## src/rtl/control_pkg.sv

```systemverilog
// Shared encodings for the multicycle MIPS-subset control FSM: state codes,
// opcodes, datapath select values and the control word driven from each state.
package control_pkg;

    typedef enum logic [3:0] {
        IDLE       = 4'd0,
        FETCH      = 4'd1,
        FETCH_WAIT = 4'd2,
        DECODE     = 4'd3,
        EXEC       = 4'd4,
        R_WB       = 4'd5,
        MEM_ADDR   = 4'd6,
        MEM_RD     = 4'd7,
        MEM_WB     = 4'd8,
        MEM_WR     = 4'd9,
        BRANCH     = 4'd10,
        JUMP       = 4'd11,
        ADDI_EX    = 4'd12,
        ADDI_WB    = 4'd13
    } state_t;

    localparam logic [5:0] OP_RTYPE = 6'h00;
    localparam logic [5:0] OP_LW    = 6'h23;
    localparam logic [5:0] OP_SW    = 6'h2B;
    localparam logic [5:0] OP_BEQ   = 6'h04;
    localparam logic [5:0] OP_J     = 6'h02;
    localparam logic [5:0] OP_ADDI  = 6'h08;

    localparam logic [1:0] ALU_ADD   = 2'b00;
    localparam logic [1:0] ALU_SUB   = 2'b01;
    localparam logic [1:0] ALU_FUNCT = 2'b10;

    localparam logic [2:0] SRCB_REG     = 3'b000;
    localparam logic [2:0] SRCB_FOUR    = 3'b001;
    localparam logic [2:0] SRCB_IMM     = 3'b010;
    localparam logic [2:0] SRCB_IMM_SH2 = 3'b011;

    localparam logic [1:0] PCSRC_ALU    = 2'b00;
    localparam logic [1:0] PCSRC_ALUOUT = 2'b01;
    localparam logic [1:0] PCSRC_JUMP   = 2'b10;

    typedef struct packed {
        logic       pc_write_cond;
        logic       pc_write;
        logic       i_or_d;
        logic       mem_read;
        logic       mem_write;
        logic       mem_to_reg;
        logic       ir_write;
        logic       alu_src_a;
        logic       reg_write;
        logic       reg_dst;
        logic [1:0] pc_source;
        logic [1:0] alu_op;
        logic [2:0] alu_src_b;
        logic       instr_done;
    } ctrl_word_t;

    function automatic logic op_supported(input logic [5:0] op);
        return (op == OP_RTYPE) || (op == OP_LW) || (op == OP_SW) ||
               (op == OP_BEQ) || (op == OP_J) || (op == OP_ADDI);
    endfunction

endpackage

```

## src/rtl/multicycle_control_if.sv

```systemverilog
// Control bundle between the control FSM (master) and the multicycle datapath (slave).
interface multicycle_control_if;
    logic [5:0] opCode;
    logic       zero;
    logic       halt;
    logic       PCWriteCond;
    logic       PCWrite;
    logic       IorD;
    logic       MemRead;
    logic       MemWrite;
    logic       MemtoReg;
    logic       IRWrite;
    logic       ALUSrcA;
    logic       RegWrite;
    logic       RegDst;
    logic [1:0] PCSource;
    logic [1:0] ALUOp;
    logic [2:0] ALUSrcB;
    logic       illegal_op;
    logic       instr_done;
    logic [3:0] state;
    logic       pc_en;

    // zero only ever meets the control path here, in the PC load enable
    assign pc_en = PCWrite | (PCWriteCond & zero);

    modport master (
        input  opCode, halt,
        output PCWriteCond, PCWrite, IorD, MemRead, MemWrite, MemtoReg,
               IRWrite, ALUSrcA, RegWrite, RegDst, PCSource, ALUOp, ALUSrcB,
               illegal_op, instr_done, state
    );

    modport slave (
        output opCode, halt, zero,
        input  PCWriteCond, PCWrite, IorD, MemRead, MemWrite, MemtoReg,
               IRWrite, ALUSrcA, RegWrite, RegDst, PCSource, ALUOp, ALUSrcB,
               illegal_op, instr_done, state, pc_en
    );
endinterface

```

## src/rtl/control_signal_rom.sv

```systemverilog
// Combinational state-to-control-word table; unlisted outputs default to 0.
module control_signal_rom
    import control_pkg::*;
(
    input  state_t     state,
    output ctrl_word_t ctrl
);

    always_comb begin
        ctrl = '0;
        case (state)
            FETCH: begin
                ctrl.mem_read  = 1'b1;
                ctrl.alu_src_b = SRCB_FOUR;
                ctrl.alu_op    = ALU_ADD;
            end
            FETCH_WAIT: begin
                // RAM data is valid now, so IR and PC+4 are captured here
                ctrl.mem_read  = 1'b1;
                ctrl.alu_src_b = SRCB_FOUR;
                ctrl.alu_op    = ALU_ADD;
                ctrl.ir_write  = 1'b1;
                ctrl.pc_write  = 1'b1;
                ctrl.pc_source = PCSRC_ALU;
            end
            DECODE: begin
                ctrl.alu_src_b = SRCB_IMM_SH2;
                ctrl.alu_op    = ALU_ADD;
            end
            EXEC: begin
                ctrl.alu_src_a = 1'b1;
                ctrl.alu_src_b = SRCB_REG;
                ctrl.alu_op    = ALU_FUNCT;
            end
            R_WB: begin
                ctrl.reg_dst    = 1'b1;
                ctrl.reg_write  = 1'b1;
                ctrl.instr_done = 1'b1;
            end
            MEM_ADDR, ADDI_EX: begin
                ctrl.alu_src_a = 1'b1;
                ctrl.alu_src_b = SRCB_IMM;
                ctrl.alu_op    = ALU_ADD;
            end
            MEM_RD: begin
                ctrl.i_or_d   = 1'b1;
                ctrl.mem_read = 1'b1;
            end
            MEM_WB: begin
                ctrl.mem_to_reg = 1'b1;
                ctrl.reg_write  = 1'b1;
                ctrl.instr_done = 1'b1;
            end
            MEM_WR: begin
                ctrl.i_or_d     = 1'b1;
                ctrl.mem_write  = 1'b1;
                ctrl.instr_done = 1'b1;
            end
            BRANCH: begin
                ctrl.alu_src_a     = 1'b1;
                ctrl.alu_src_b     = SRCB_REG;
                ctrl.alu_op        = ALU_SUB;
                ctrl.pc_write_cond = 1'b1;
                ctrl.pc_source     = PCSRC_ALUOUT;
                ctrl.instr_done    = 1'b1;
            end
            JUMP: begin
                ctrl.pc_write   = 1'b1;
                ctrl.pc_source  = PCSRC_JUMP;
                ctrl.instr_done = 1'b1;
            end
            ADDI_WB: begin
                ctrl.reg_write  = 1'b1;
                ctrl.instr_done = 1'b1;
            end
            default: ctrl = '0;
        endcase
    end

endmodule

```

## src/rtl/multicycle_control.sv

```systemverilog
// Multicycle MIPS-subset control FSM: state register and next-state logic;
// control lines are decoded from the registered state by control_signal_rom.
module multicycle_control
    import control_pkg::*;
(
    input  logic                 clk,
    input  logic                 reset,
    multicycle_control_if.master bus
);

    state_t     state_reg;
    logic       store_reg;
    ctrl_word_t ctrl;

    always_ff @(posedge clk or posedge reset) begin
        if (reset) begin
            state_reg <= IDLE;
            store_reg <= 1'b0;
        end else begin
            case (state_reg)
                IDLE:       if (!bus.halt) state_reg <= FETCH;
                FETCH:      state_reg <= FETCH_WAIT;
                FETCH_WAIT: state_reg <= DECODE;
                DECODE: begin
                    // remember LW vs SW so opCode is only looked at in DECODE
                    store_reg <= (bus.opCode == OP_SW);
                    case (bus.opCode)
                        OP_RTYPE:     state_reg <= EXEC;
                        OP_LW, OP_SW: state_reg <= MEM_ADDR;
                        OP_BEQ:       state_reg <= BRANCH;
                        OP_J:         state_reg <= JUMP;
                        OP_ADDI:      state_reg <= ADDI_EX;
                        default:      state_reg <= FETCH;
                    endcase
                end
                EXEC:     state_reg <= R_WB;
                MEM_ADDR: state_reg <= store_reg ? MEM_WR : MEM_RD;
                MEM_RD:   state_reg <= MEM_WB;
                ADDI_EX:  state_reg <= ADDI_WB;
                R_WB, MEM_WB, MEM_WR, BRANCH, JUMP, ADDI_WB:
                    state_reg <= bus.halt ? IDLE : FETCH;
                default:  state_reg <= IDLE;
            endcase
        end
    end

    control_signal_rom u_rom (
        .state (state_reg),
        .ctrl  (ctrl)
    );

    assign bus.PCWriteCond = ctrl.pc_write_cond;
    assign bus.PCWrite     = ctrl.pc_write;
    assign bus.IorD        = ctrl.i_or_d;
    assign bus.MemRead     = ctrl.mem_read;
    assign bus.MemWrite    = ctrl.mem_write;
    assign bus.MemtoReg    = ctrl.mem_to_reg;
    assign bus.IRWrite     = ctrl.ir_write;
    assign bus.ALUSrcA     = ctrl.alu_src_a;
    assign bus.RegWrite    = ctrl.reg_write;
    assign bus.RegDst      = ctrl.reg_dst;
    assign bus.PCSource    = ctrl.pc_source;
    assign bus.ALUOp       = ctrl.alu_op;
    assign bus.ALUSrcB     = ctrl.alu_src_b;
    assign bus.instr_done  = ctrl.instr_done;
    assign bus.state       = state_reg;

    // IR is stable throughout DECODE, so the flag is qualified by state only
    assign bus.illegal_op  = (state_reg == DECODE) && !op_supported(bus.opCode);

endmodule
```

## src/flat_wrapper.sv

```systemverilog
// flat-port wrapper written by rule: the top's interface ports become plain ports
module multicycle_control_flat import control_pkg::*;
  (clk, reset, bus_opCode, bus_halt, bus_PCWriteCond, bus_PCWrite, bus_IorD, bus_MemRead, bus_MemWrite, bus_MemtoReg, bus_IRWrite, bus_ALUSrcA, bus_RegWrite, bus_RegDst, bus_PCSource, bus_ALUOp, bus_ALUSrcB, bus_illegal_op, bus_instr_done, bus_state);
  multicycle_control_if bus_i ();
  input  logic clk;
  input  logic reset;
  input wire logic [$bits(bus_i.opCode)-1:0] bus_opCode;
  input wire logic [$bits(bus_i.halt)-1:0] bus_halt;
  output wire logic [$bits(bus_i.PCWriteCond)-1:0] bus_PCWriteCond;
  output wire logic [$bits(bus_i.PCWrite)-1:0] bus_PCWrite;
  output wire logic [$bits(bus_i.IorD)-1:0] bus_IorD;
  output wire logic [$bits(bus_i.MemRead)-1:0] bus_MemRead;
  output wire logic [$bits(bus_i.MemWrite)-1:0] bus_MemWrite;
  output wire logic [$bits(bus_i.MemtoReg)-1:0] bus_MemtoReg;
  output wire logic [$bits(bus_i.IRWrite)-1:0] bus_IRWrite;
  output wire logic [$bits(bus_i.ALUSrcA)-1:0] bus_ALUSrcA;
  output wire logic [$bits(bus_i.RegWrite)-1:0] bus_RegWrite;
  output wire logic [$bits(bus_i.RegDst)-1:0] bus_RegDst;
  output wire logic [$bits(bus_i.PCSource)-1:0] bus_PCSource;
  output wire logic [$bits(bus_i.ALUOp)-1:0] bus_ALUOp;
  output wire logic [$bits(bus_i.ALUSrcB)-1:0] bus_ALUSrcB;
  output wire logic [$bits(bus_i.illegal_op)-1:0] bus_illegal_op;
  output wire logic [$bits(bus_i.instr_done)-1:0] bus_instr_done;
  output wire logic [$bits(bus_i.state)-1:0] bus_state;
  assign bus_i.opCode = bus_opCode;
  assign bus_i.halt = bus_halt;
  assign bus_PCWriteCond = bus_i.PCWriteCond;
  assign bus_PCWrite = bus_i.PCWrite;
  assign bus_IorD = bus_i.IorD;
  assign bus_MemRead = bus_i.MemRead;
  assign bus_MemWrite = bus_i.MemWrite;
  assign bus_MemtoReg = bus_i.MemtoReg;
  assign bus_IRWrite = bus_i.IRWrite;
  assign bus_ALUSrcA = bus_i.ALUSrcA;
  assign bus_RegWrite = bus_i.RegWrite;
  assign bus_RegDst = bus_i.RegDst;
  assign bus_PCSource = bus_i.PCSource;
  assign bus_ALUOp = bus_i.ALUOp;
  assign bus_ALUSrcB = bus_i.ALUSrcB;
  assign bus_illegal_op = bus_i.illegal_op;
  assign bus_instr_done = bus_i.instr_done;
  assign bus_state = bus_i.state;
  multicycle_control u_core (.clk(clk), .reset(reset), .bus(bus_i));
endmodule
```

## config.mk

```make
export PLATFORM = sky130hd
export DESIGN_NAME = multicycle_control_flat
export DESIGN_NICKNAME = d
export VERILOG_FILES = /design/src/rtl/control_pkg.sv /design/src/rtl/multicycle_control_if.sv /design/src/rtl/control_signal_rom.sv /design/src/rtl/multicycle_control.sv /design/src/flat_wrapper.sv
export SDC_FILE = /design/constraint.sdc
export NUM_CORES = 1
export LEC_CHECK = 0
export BUFFER_PORTS_ARGS = -buffer_cell sky130_fd_sc_hd__buf_2
export CORE_UTILIZATION = 49
export CTS_BUF_LIST = sky130_fd_sc_hd__clkbuf_4 sky130_fd_sc_hd__clkbuf_8 sky130_fd_sc_hd__clkbuf_16
export DETAILED_ROUTE_END_ITERATION = 8
export PLACE_DENSITY_LB_ADDON = 0.3
export SLEW_MARGIN = 20
export SYNTH_ARGS = -nofsm -noshare
export SYNTH_HDL_FRONTEND = slang
export SYNTH_HIERARCHICAL = 1
export SYNTH_SLANG_ARGS = --single-unit
```

## constraint.sdc

```tcl
create_clock -name clk -period 3.75 [get_ports clk]
set_input_delay 0.5625 -clock clk [delete_from_list [all_inputs] [get_ports clk]]
set_output_delay 0.5625 -clock clk [all_outputs]
set_load 0.005 [all_outputs]
```

Word level (Yosys, flattened, before mapping)
Cells that the tools add are included.
{ "totals": {"regBits": 5, "inputBits": 9} }
{ "classes": {"reduce_logical": 18, "mux": 18, "n_eq_ne": 19} }
{ "op_table": {"columns": ["op", "count"], "rows": [
  ["$pmux 4 s9", 1],
  ["$pmux 5 s5", 1],
  ["$eq 4x4->1 const B", 6],
  ["$pmux 4 s5", 1],
  ["$eq 4x3->1 const B", 4],
  ["$eq 6x6->1 const B", 2],
  ["$mux 1", 12],
  ["$reduce_or 2->1", 5],
  ["$eq 4x2->1 const B", 2],
  ["$mux 4", 2],
  ["$eq 6x2->1 const B", 1],
  ["$eq 6x3->1 const B", 1],
  ["$eq 6x4->1 const B", 1],
  ["$logic_not 6->1", 1],
  ["$reduce_or 3->1", 2],
  ["$reduce_or 6->1", 1],
  ["$logic_or 1x1->1", 5],
  ["$eq 4x1->1 const B", 1],
  ["$logic_not 4->1", 1],
  ["$pmux 2 s2", 1],
  ["$reduce_or 4->1", 1],
  ["$ne 2x2->1 const B", 1],
  ["$logic_and 1x1->1", 1],
  ["$logic_not 1->1", 1]
]} }

Longest topological paths before layout
Gate-level depths: netlist of the first run.
{ "logic_depth": {"word_depth": 8, "depth_mapped": 5, "mapped_depth_nobuf": 4} }

Cells and area by module
Netlist of the first run, hierarchy kept.
{ "by_module_without_submodules": {"columns": ["mod", "area_per_inst_um2", "seq_area_each_um2", "instances", "cells_each"], "rows": [
  ["multicycle_control", 414.1, 125.1, 1, 57],
  ["control_signal_rom", 266.5, 0.0, 1, 43]
]} }

Worst setup path after synthesis of the first run
Ideal clock, no wire load.
{ "synth_path": {"path_kind": "register to output", "from": "reg u_core.state_reg[2] (netlist: u_core/bus.state[2])", "to": "out bus_RegWrite", "t_arrival_ns": 1.145, "n_path_buf": 1, "path_stages_with_launch": 4, "path_slack_ns": 2.042, "path_cell_list": "dfrtp_1 buf_6 or3b_1 a21oi_1"} }
{ "synth_between": {"elab_chain_len": 3, "elab_cells_between_ends": 5} }
{ "synth_rtl": {"columns": ["element", "line_no", "source"], "rows": [
  ["start, declared", "multicycle_control.sv:11", "state_t state_reg;"],
  ["start signal, assigned", "multicycle_control.sv:37", "MEM_ADDR: state_reg <= store_reg ? MEM_WR : MEM_RD;"],
  ["start signal, assigned", "multicycle_control.sv:41", "state_reg <= bus.halt ? IDLE : FETCH;"],
  ["$eq 4x3->1 or $eq 4x4->1 (tied branches)", "control_signal_rom.sv:11", "case (state)"],
  ["$reduce_or 3->1 (no line) (*)", null, null],
  ["$mux 1 (*)", "control_signal_rom.sv:11", null],
  ["end, declared", "flat_wrapper.sv:17", "output wire logic [$bits(bus_i.RegWrite)-1:0] bus_RegWrite;"]
]} }
Every way passes the cells marked *; elsewhere a longest branch is shown, timed or not.

Final worst setup path of the first run
{ "layout_path": {"from": "reg u_core.state_reg[3] (netlist: u_core/bus.state[3])", "to": "out bus_RegWrite"} }
The elaborated chain is that of the path after synthesis.

==> results of run 1 <==
layout make-up:
class / instances / share of cell area, %
Clock inverter: 1 / 0.613
Clock buffer: 3 / 2.76
Tap cell: 15 / 2.30
Timing Repair Buffer: 30 / 18.4
Inverter: 3 / 1.38
Multi-Input combinational cell: 83 / 59.3
Sequential cell: 5 / 15.3
logic make-up after synthesis:
family                    synth area share [%]
and+or+nand+nor                           43.6
AOI/OAI and AO/OA                         23.2
buffers and inverters                     10.5
DFF                                       18.4
xor gates and xnor gates                  3.86
other                                    0.551
metal layers:
metal,routed length (microns),GRT usage (%),vias to the layer above
li1,-,-,401
met1,696,31.4,337
met2,667,25.0,35
met3,95,1.70,0
met4,0,10.3,0
met5,0,0,-
where the power goes:
group,internal (mW),total (mW),switching (mW)
logic,0.124,0.231,0.107
clock network,0.0385,0.0598,0.0213
registers,0.0672,0.140,0.0729
total,0.230,0.431,0.201
worst max-delay path by stage:
stage / from / endpoint / cells past startpoint
after global placement: u_core/bus.state[0]$_DFFE_PP0P_ / bus_illegal_op / 4
after floorplan: u_core/bus.state[2]$_DFFE_PP0P_ / bus_RegWrite / 3
final: u_core/bus.state[3]$_DFFE_PP0P_ / bus_RegWrite / 3
after global routing: u_core/bus.state[3]$_DFFE_PP0P_ / bus_RegWrite / 3
after CTS: u_core/bus.state[3]$_DFFE_PP0P_ / bus_RegWrite / 3
after detailed placement: u_core/bus.state[3]$_DFFE_PP0P_ / bus_RegWrite / 3
per-stage QoR:
step | hold slack, ps | cells
after floorplan | 341 | 100
after global placement | 458 | 136
after detailed placement | 465 | 136
after CTS | 206 | 140
after global routing | 205 | 140
final | 205 | 140
synthesized netlist by cell type (2+ instances only):
library cell	number	area share, %
dfrtp_1	5	18
and3_1	3	2.8
nor3_1	6	4.4
inv_1	3	1.7
a21oi_1	6	4.4
nor2b_1	4	3.7
o21ai_0	2	1.5
o21ai_1	4	2.9
or4_1	2	2.2
nand2_1	7	3.9
xnor2_1	2	2.6
nor2_1	17	9.4
buf_4	4	4.4
nand3b_1	3	3.3
nand2b_1	5	4.6
a211oi_1	4	4.4
or3b_1	2	2.6
buf_2	3	2.2
==> flow_metrics.py, run 1 <==
metrics = {
    "status": {
        "status": "complete, no violations",
    },
    "worst_setup_path": {
        "path_max_fanout": 27,
        "timing.rr.end": "u_core/bus.state[2]$_DFFE_PP0P_",
        "worstRegToRegCells": 4,
        "crit_path_top_delay_cell": "dfrtp_1",
        "cpPeakStageDelay_ps": 770,
        "end_kind": "output port",
        "timing.critical_path.buf_inv": 1,
        "cp_data_required_time_ps": 3190,
        "r2r_start": "u_core/bus.state[0]$_DFFE_PP0P_",
        "reg2reg_setup_slack_ps": 1910,
        "cp-start-kind": "flip-flop",
        "cp_cell_sequence": "or3b_1 > a21oi_1 > buf_2",
        "cpLargestDelayFamily": "flip-flops",
        "criticalPathCategory": "flip-flop to output port",
        "arrival_ps": 1710,
    },
    "cells_and_area": {
        "drive_gt1_share_pct": 28.8,
        "layout.nets": 135,
        "largest_reg_flops": 4,
        "ff_latch_area_sq_um": 125,
        "final_util_pct": 62.8,
        "final_cell_mix": "buf_2 (30), nor2_1 (17), nand2_1 (7), nor3_1 (6), a21oi_1 (6)",
        "stdcell_area_sq_um": 817,
        "layout_commonest_cell": "buf_2",
        "n_antenna_cell": 0,
        "multi_input_comb_area_sq_um": 484,
        "area_growth_pct": 20.0,
        "nFillCells": 127,
    },
    "cts": {
        "cts_root_buf": "clkbuf_4",
        "clockBufferDepth": 2,
        "path_clk_slew_ps": 40,
        "cts.htree.levels": 1,
        "cts_tree": "built",
        "post_cts_resized": 0,
        "cts.sinks": 5,
        "cts_setup_buffers": 0,
        "cts_buffers": 3,
        "clk_latency_ps": 240,
        "cts_hold_buf": 0,
    },
    "placed_design": {
        "dpl.hpwl_microns": 1040,
        "placed_area_sq_um": 790,
        "pre_cts_slack_ps": 1730,
        "place_congestion": 0.782,
        "port-buffer-count": 30,
    },
    "yosys": {
        "synth-async-reset-ratio_pct": 100,
        "yosysWarnings": 6,
        "syn_area_sq_um": 681,
        "synthCells": 100,
        "postSynthAreaPerCell_sq_um": 6.81,
        "ys_types": 36,
        "ys_seq_area_share_pct": 18.4,
        "synthesis.nets": 109,
        "synth_edf_count": 0,
        "ys.flop_type": "dfrtp_1",
        "synth.ff_latch_count": 5,
    },
    "timing": {
        "period_share_pct": 60.6,
        "rsz0062_at_grt": "false",
        "hold_viol": 0,
        "worst_pin_slew_ps": 672,
        "setup_violations": 0,
        "slew_violations": 0,
        "period_minus_slack_ps": 2270,
        "max_freq_mhz": 440,
        "slew-limit-headroom_pct": 55.2,
        "fin_ws_ps": 1480,
        "tns_ps": 0,
        "finClkSkew_ps": 3.61,
    },
    "global_route": {
        "grt_overflow": 0,
        "antenna_found_initial": 0,
        "grt_max_degree": 28,
        "grt_pass1_vias": 466,
        "grt_first_pass_wirelength_microns": 2090,
        "grt_usage_pct": 19.7,
    },
    "die": {
        "core-area_sq_um": 1300,
        "rows": 13,
        "io_pins": 32,
        "die_w_microns": 39.3,
        "die_area_sq_um": 1540,
        "start_util_pct": 52.3,
        "die_y_microns": 39.3,
    },
    "min_path": {
        "hold_path.class": "primary input to async pin",
    },
    "detailed_routing": {
        "wire_per_inst_microns": 10.4,
        "drt-total-wl_microns": 1460,
        "drt_iter0_drc": 23,
        "via_per_inst": 5.52,
        "drc": 0,
        "ant_nets": 0,
        "dr.pass1.iters": 4,
        "dr_total_vias": 773,
    },
    "job": {
        "max-cap-violations": 0,
    },
    "pwr": {
        "vdd_drop_max_mv": 0.264,
        "power_mw": 0.431,
        "leakagePower_nw": 0.385,
        "p_per_area_nw_per_um2": 528,
    },
}
Power figures use the tool's default switching activity.
==> inputs of run 2 (changes only) <==
- CORE_UTILIZATION: 49 -> 45
- clock period: 3.75 -> 2.35 ns (I/O delays scaled with it)
==> run 2 against run 1 <==
Net effect:
- core utilization down 0.23 points
- clock skew about the same
- sequential power up 20%
- via count up 1.9%
- routed wire length up 10%
- sequential share of layout area down 0.50 points
- die area up 8.4%
- clock-buffer cell count up 1
- non-clock buffer count up 3
- clock power up 87%
- first-iteration DRC count down 57%
- sequential cell count unchanged
- largest cell class unchanged
- highest routed layer is now met4
==> flow_metrics.py, run 2 (synthesis results as in run 1) <==
metrics = {
    "cells_and_area": {
        "final_cell_mix": "buf_2 (30), nor2_1 (17), nand2_1 (7), nor3_1 (6), a21oi_1 (6)",
        "nFillCells": 134,
        "drive_gt1_share_pct": 29.7,
        "largest_reg_flops": 4,
        "n_antenna_cell": 0,
        "layout_commonest_cell": "buf_2",
        "area_growth_pct": 24.1,
        "layout.nets": 138,
        "stdcell_area_sq_um": 845,
    },
    "detailed_routing": {
        "drt-total-wl_microns": 1610,
        "ant_nets": 0,
        "dr.pass1.iters": 4,
        "dr_total_vias": 788,
        "wire_per_inst_microns": 11.3,
        "drt_iter0_drc": 10,
        "drc": 0,
        "via_per_inst": 5.51,
    },
    "global_route": {
        "grt_pass1_vias": 571,
        "grt_usage_pct": 20.2,
        "grt_overflow": 0,
        "grt_max_degree": 28,
        "grt_first_pass_wirelength_microns": 2270,
        "antenna_found_initial": 0,
    },
    "cts": {
        "cts.sinks": 5,
        "clockBufferDepth": 2,
        "cts_root_buf": "clkbuf_4",
        "cts.htree.levels": 1,
        "path_clk_slew_ps": 40,
        "post_cts_resized": 0,
        "cts_setup_buffers": 0,
        "cts_tree": "built",
        "cts_buffers": 3,
        "clk_latency_ps": 240,
    },
    "timing": {
        "period_minus_slack_ps": 2060,
        "worst_pin_slew_ps": 690,
        "slew-limit-headroom_pct": 54.0,
        "finClkSkew_ps": 3.17,
        "slew_violations": 0,
        "fin_ws_ps": 289,
        "rsz0062_at_grt": "false",
        "period_share_pct": 87.7,
        "setup_violations": 0,
        "tns_ps": 0,
        "hold_viol": 0,
        "max_freq_mhz": 485,
    },
    "placed_design": {
        "pre_cts_slack_ps": 545,
        "dpl.hpwl_microns": 1160,
        "port-buffer-count": 30,
        "placed_area_sq_um": 805,
        "place_congestion": 0.796,
    },
    "pwr": {
        "p_int_mw": 0.404,
        "p_sw_mw": 0.341,
        "vdd_drop_max_mv": 0.673,
        "p_per_area_nw_per_um2": 882,
        "p_clk_share_pct": 15.0,
        "pwr-share-seq_pct": 22.6,
        "leakagePower_nw": 0.399,
        "p_comb_share_pct": 62.4,
        "p_sw_share_pct": 45.7,
    },
    "worst_setup_path": {
        "cp-start-kind": "flip-flop",
        "arrival_ps": 1710,
        "path_max_fanout": 27,
        "end_kind": "output port",
        "cp_data_required_time_ps": 2000,
        "criticalPathCategory": "flip-flop to output port",
    },
    "job": {
        "max-cap-violations": 0,
    },
    "status": {
        "status": "complete, no violations",
    },
    "die": {
        "start_util_pct": 50.4,
        "die_w_microns": 40.9,
        "rows": 13,
        "io_pins": 32,
        "core-area_sq_um": 1350,
        "die_area_sq_um": 1670,
        "die_y_microns": 40.9,
    },
    "min_path": {
        "hold_path.class": "primary input to flip-flop",
    },
}
-- run 2: cell types whose count changed in the layout (fill, tap and decap cells not counted) --
cell           change
clkinv_2           -1
buf_4              +2
dlygate4sd3_1      +1
clkbuf_4           +1
-- run 2: power by group through the flow --
stage | sequential [mW] | combinational (mW) | clock (mW)
3_3_place_gp | 0.165 | 0.454 | 0
6_report | 0.168 | 0.465 | 0.112
4_1_cts | 0.166 | 0.463 | 0.118
3_5_place_dp | 0.167 | 0.460 | 0
5_1_grt | 0.173 | 0.515 | 0.121
2_1_floorplan | 0.163 | 0.311 | 0
-- run 2: cell type report --
type                       count  area [sq um]  share of cell area (%)
clock buffer                   4          30.0                    3.56
multi-input combinational     83           484                    57.3
inverter                       3          11.3                    1.33
sequential                     5           125                    14.8
tap                           15          18.8                    2.22
timing repair buffer          33           175                    20.7
-- run 2: repair_timing --
action                                 4_1_cts  5_1_grt
hold buffers                                 1        0
setup endpoints to repair                    0        0
endpoints found under the hold margin        5        0
-- run 2: metrics by stage --
stage	std cells	hold WS (ps)	utilization, %	total power [mW]
floorplan	100	131	-	0.474
global placement	138	246	59.6	0.619
detailed placement	138	250	59.6	0.627
CTS	143	388	62.6	0.747
global route	143	409	62.6	0.810
finish	143	398	62.6	0.745
-- run 2: critical path, stage by stage (launching register included) --
cell and delay, ps:
dfrtp_1 780, or3b_1 420, a21boi_1 140, buf_2 130
-- run 2: path summary, 6_finish.rpt --
check	from	endpoint	slack, ps	cells after the start
min in group asynchronous	reset	u_core/bus.state[1]$_DFFE_PP0P_	540	3
max reg2reg	u_core/bus.state[3]$_DFFE_PP0P_	u_core/bus.state[2]$_DFFE_PP0P_	630	3
min reg2reg	u_core/store_reg$_DFFE_PP0P_	u_core/store_reg$_DFFE_PP0P_	510	2
max	u_core/bus.state[3]$_DFFE_PP0P_	bus_IorD	290	3
min	bus_opCode[3]	u_core/store_reg$_DFFE_PP0P_	400	3
max in group asynchronous	reset	u_core/bus.state[0]$_DFFE_PP0P_	1640	3
-- run 2: routing by layer --
metal	vias up	GRT usage [%]	share of wire [%]
met3	4	4.89	5.5
met2	31	33.2	47
met5	-	0	0
met1	343	24.5	46
met4	0	9.17	1.2
li1	410	-	-
==> inputs of run 3 (changes only) <==
- ABC_AREA: not set -> 1
- CORE_UTILIZATION: 45 -> 44
==> run 3 against run 2 <==
Net effect:
- cell count up 11%
- core utilization up 0.13 points
- hold slack better by 72 ps
- global-route usage up 3.4 points
- critical path depth up 3
- first-iteration DRC count up 110%
- clock skew up 8.3 ps
- die area down 6.2%
- routed wire length down 6.4%
- area after synthesis down 8.6%
- combinational power down 12%
- critical path type unchanged
- critical endpoint is now bus_illegal_op
==> flow_metrics.py, run 3 <==
metrics = {
    "detailed_routing": {
        "drt-total-wl_microns": 1510,
        "dr.pass1.iters": 5,
        "via_per_inst": 4.96,
        "drt_iter0_drc": 21,
        "ant_nets": 0,
        "wire_per_inst_microns": 9.50,
        "drc": 0,
        "dr_total_vias": 789,
    },
    "cts": {
        "cts_tree": "built",
        "clockBufferDepth": 2,
        "clk_latency_ps": 250,
        "cts_root_buf": "clkbuf_4",
        "post_cts_resized": 0,
        "cts.sinks": 5,
        "cts.htree.levels": 1,
        "cts_hold_buf": 1,
        "cts_setup_buffers": 0,
        "cts_buffers": 3,
        "path_clk_slew_ps": 50,
    },
    "yosys": {
        "postSynthAreaPerCell_sq_um": 5.60,
        "ys_seq_area_share_pct": 20.1,
        "synth-async-reset-ratio_pct": 100,
        "synth_largest_area_cell": "dfrtp_1",
        "ys.flop_type": "dfrtp_1",
        "synthesis.nets": 120,
        "ys_types": 17,
        "synthTopCellsByCount": "nand2_1 (22), inv_1 (19), nor2_1 (19)",
        "synthCells": 111,
        "synth_area_leaders": "dfrtp_1 (20%), nand2_1 (13%), inv_1 (11%), nor2_1 (11%), nand3_1 (10%)",
        "syn_area_sq_um": 622,
        "yosysWarnings": 6,
        "synth_edf_count": 0,
        "synth.ff_latch_count": 5,
        "synth_top_area_share_pct": 20.1,
        "synth.most_common_cell": "nand2_1",
    },
    "worst_setup_path": {
        "path_max_fanout": 10,
        "timing.critical_path.buf_inv": 2,
        "cpLargestDelayFamily": "flip-flops",
        "crit_top_cell": "nor2_4",
        "reg2reg_setup_slack_ps": 940,
        "cp_data_required_time_ps": 2000,
        "timing.rr.end": "u_core/bus.state[0]$_DFFE_PP0P_",
        "crit_path_top_delay_cell": "dfrtp_1",
        "end_kind": "output port",
        "cpPeakStageDelay_ps": 500,
        "r2r_start": "u_core/bus.state[0]$_DFFE_PP0P_",
        "arrival_ps": 1530,
        "cp-startpoint": "u_core/bus.state[3]$_DFFE_PP0P_",
        "worstRegToRegCells": 7,
        "cp.depth": 6,
        "criticalPathCategory": "flip-flop to output port",
        "cp-start-kind": "flip-flop",
        "cp_cell_sequence": "inv_1 > nand2_2 > nor2_4 > nand3_2 > nor2_4 > buf_2",
        "endpoint": "bus_illegal_op",
    },
    "placed_design": {
        "dpl.hpwl_microns": 1170,
        "place_congestion": 0.782,
        "pre_cts_slack_ps": 752,
        "port-buffer-count": 30,
        "placed_area_sq_um": 776,
    },
    "pwr": {
        "vdd_drop_max_mv": 0.551,
        "p_per_area_nw_per_um2": 850,
        "p_sw_mw": 0.343,
        "leakagePower_nw": 0.522,
        "p_comb_share_pct": 58.8,
        "p_int_mw": 0.350,
        "p_sw_share_pct": 49.5,
        "pwr-share-seq_pct": 24.7,
        "p_clk_share_pct": 16.5,
    },
    "die": {
        "rows": 13,
        "io_pins": 32,
        "die_y_microns": 39.6,
        "die_w_microns": 39.6,
        "core-area_sq_um": 1300,
        "start_util_pct": 47.8,
        "die_area_sq_um": 1570,
    },
    "global_route": {
        "grt_usage_pct": 23.6,
        "grt_pass1_vias": 663,
        "grt_max_degree": 12,
        "grt_overflow": 0,
        "grt_first_pass_wirelength_microns": 2470,
        "antenna_found_initial": 0,
    },
    "timing": {
        "tns_ps": 0,
        "slew_violations": 0,
        "max_freq_mhz": 532,
        "finClkSkew_ps": 11.5,
        "timing.hold.ws_ps": 470,
        "setup_violations": 0,
        "rsz0062_at_grt": "false",
        "hold_viol": 0,
        "period_share_pct": 80.0,
        "fin_ws_ps": 470,
        "period_minus_slack_ps": 1880,
    },
    "cells_and_area": {
        "stdcell_area_sq_um": 816,
        "drive_gt1_share_pct": 36.1,
        "multi_input_comb_area_sq_um": 388,
        "ff_latch_area_sq_um": 125,
        "nFillCells": 128,
        "area_growth_pct": 31.2,
        "largest_reg_flops": 4,
        "layout_commonest_cell": "buf_2",
        "layout.nets": 154,
        "n_antenna_cell": 0,
        "final_cell_mix": "buf_2 (30), nand2_1 (22), inv_1 (19), nor2_1 (19), nand3_1 (13)",
        "final_util_pct": 62.7,
    },
    "status": {
        "status": "complete, no violations",
    },
    "min_path": {
        "hold_path.class": "primary input to flip-flop",
    },
    "job": {
        "max-cap-violations": 0,
    },
}
-- run 3: cell types whose count changed in the layout (fill, tap and decap cells not counted), sizes merged, moves of 3 or more --
cell and delta:
nor2b -4, nand2b -5, nand3b -3, nor2 +8
and3 -3, inv +22, a21oi -6, a211oi -4
nand3 +16, nand2 +17
-- run 3: layout make-up --
type	count	area share [%]
repair buffers	31	19.6
clock buffers	4	3.68
multi-input cells	79	47.5
flip-flops and latches	5	15.3
inverters	25	11.5
well taps	15	2.30
-- run 3: power by group through the flow --
stage / Combinational [mW] / Clock (mW) / Sequential [mW]
2_1_floorplan: 0.270 / 0 / 0.162
3_3_place_gp: 0.396 / 0 / 0.170
3_5_place_dp: 0.402 / 0 / 0.171
4_1_cts: 0.406 / 0.118 / 0.171
5_1_grt: 0.468 / 0.124 / 0.179
6_report: 0.408 / 0.115 / 0.171
-- run 3: layer usage --
metal / vias to the layer above / routed length (microns) / track usage (%) / part of all wire, %
li1: 402 / - / - / -
met1: 347 / 618 / 23.1 / 41
met2: 37 / 760 / 45.1 / 50
met3: 3 / 120 / 7.39 / 7.9
met4: 0 / 10 / 8.62 / 0.66
met5: - / 0 / 0 / 0
-- run 3: logic make-up after synthesis --
group	Yosys count	share of synthesized area, %
flip-flops	5	20.1
other	1	0.603
AO/OA/AOI/OAI	7	6.04
buffers and inverters	27	17.5
AND/OR/NAND/NOR	71	55.7
-- run 3: per-stage QoR --
step / cells / power [mW]
floorplan: 111 / 0.433
global placement: 154 / 0.566
detailed placement: 154 / 0.572
CTS: 159 / 0.695
global route: 159 / 0.771
finish: 159 / 0.693
-- run 3: how the worst min path moves through the flow --
stage,start,slack (ps),cells past startpoint,end
after floorplan,reset,130,1,u_core/bus.state[0]$_DFFE_PP0P_
after global placement,reset,250,2,u_core/bus.state[3]$_DFFE_PP0P_
after detailed placement,reset,260,2,u_core/bus.state[2]$_DFFE_PP0P_
after CTS,bus_opCode[2],450,4,u_core/store_reg$_DFFE_PP0P_
after global routing,bus_opCode[2],470,4,u_core/store_reg$_DFFE_PP0P_
final,bus_halt,470,4,u_core/bus.state[0]$_DFFE_PP0P_
-- run 3: worst reg2reg max path: stages, from the launching register on --
cell and delay (ps):
dfrtp_1 540, inv_1 150, nand3_1 140, o21ai_1 90, nor2_1 130, nand2_1 80
nor2_2 120, nor2_2 40
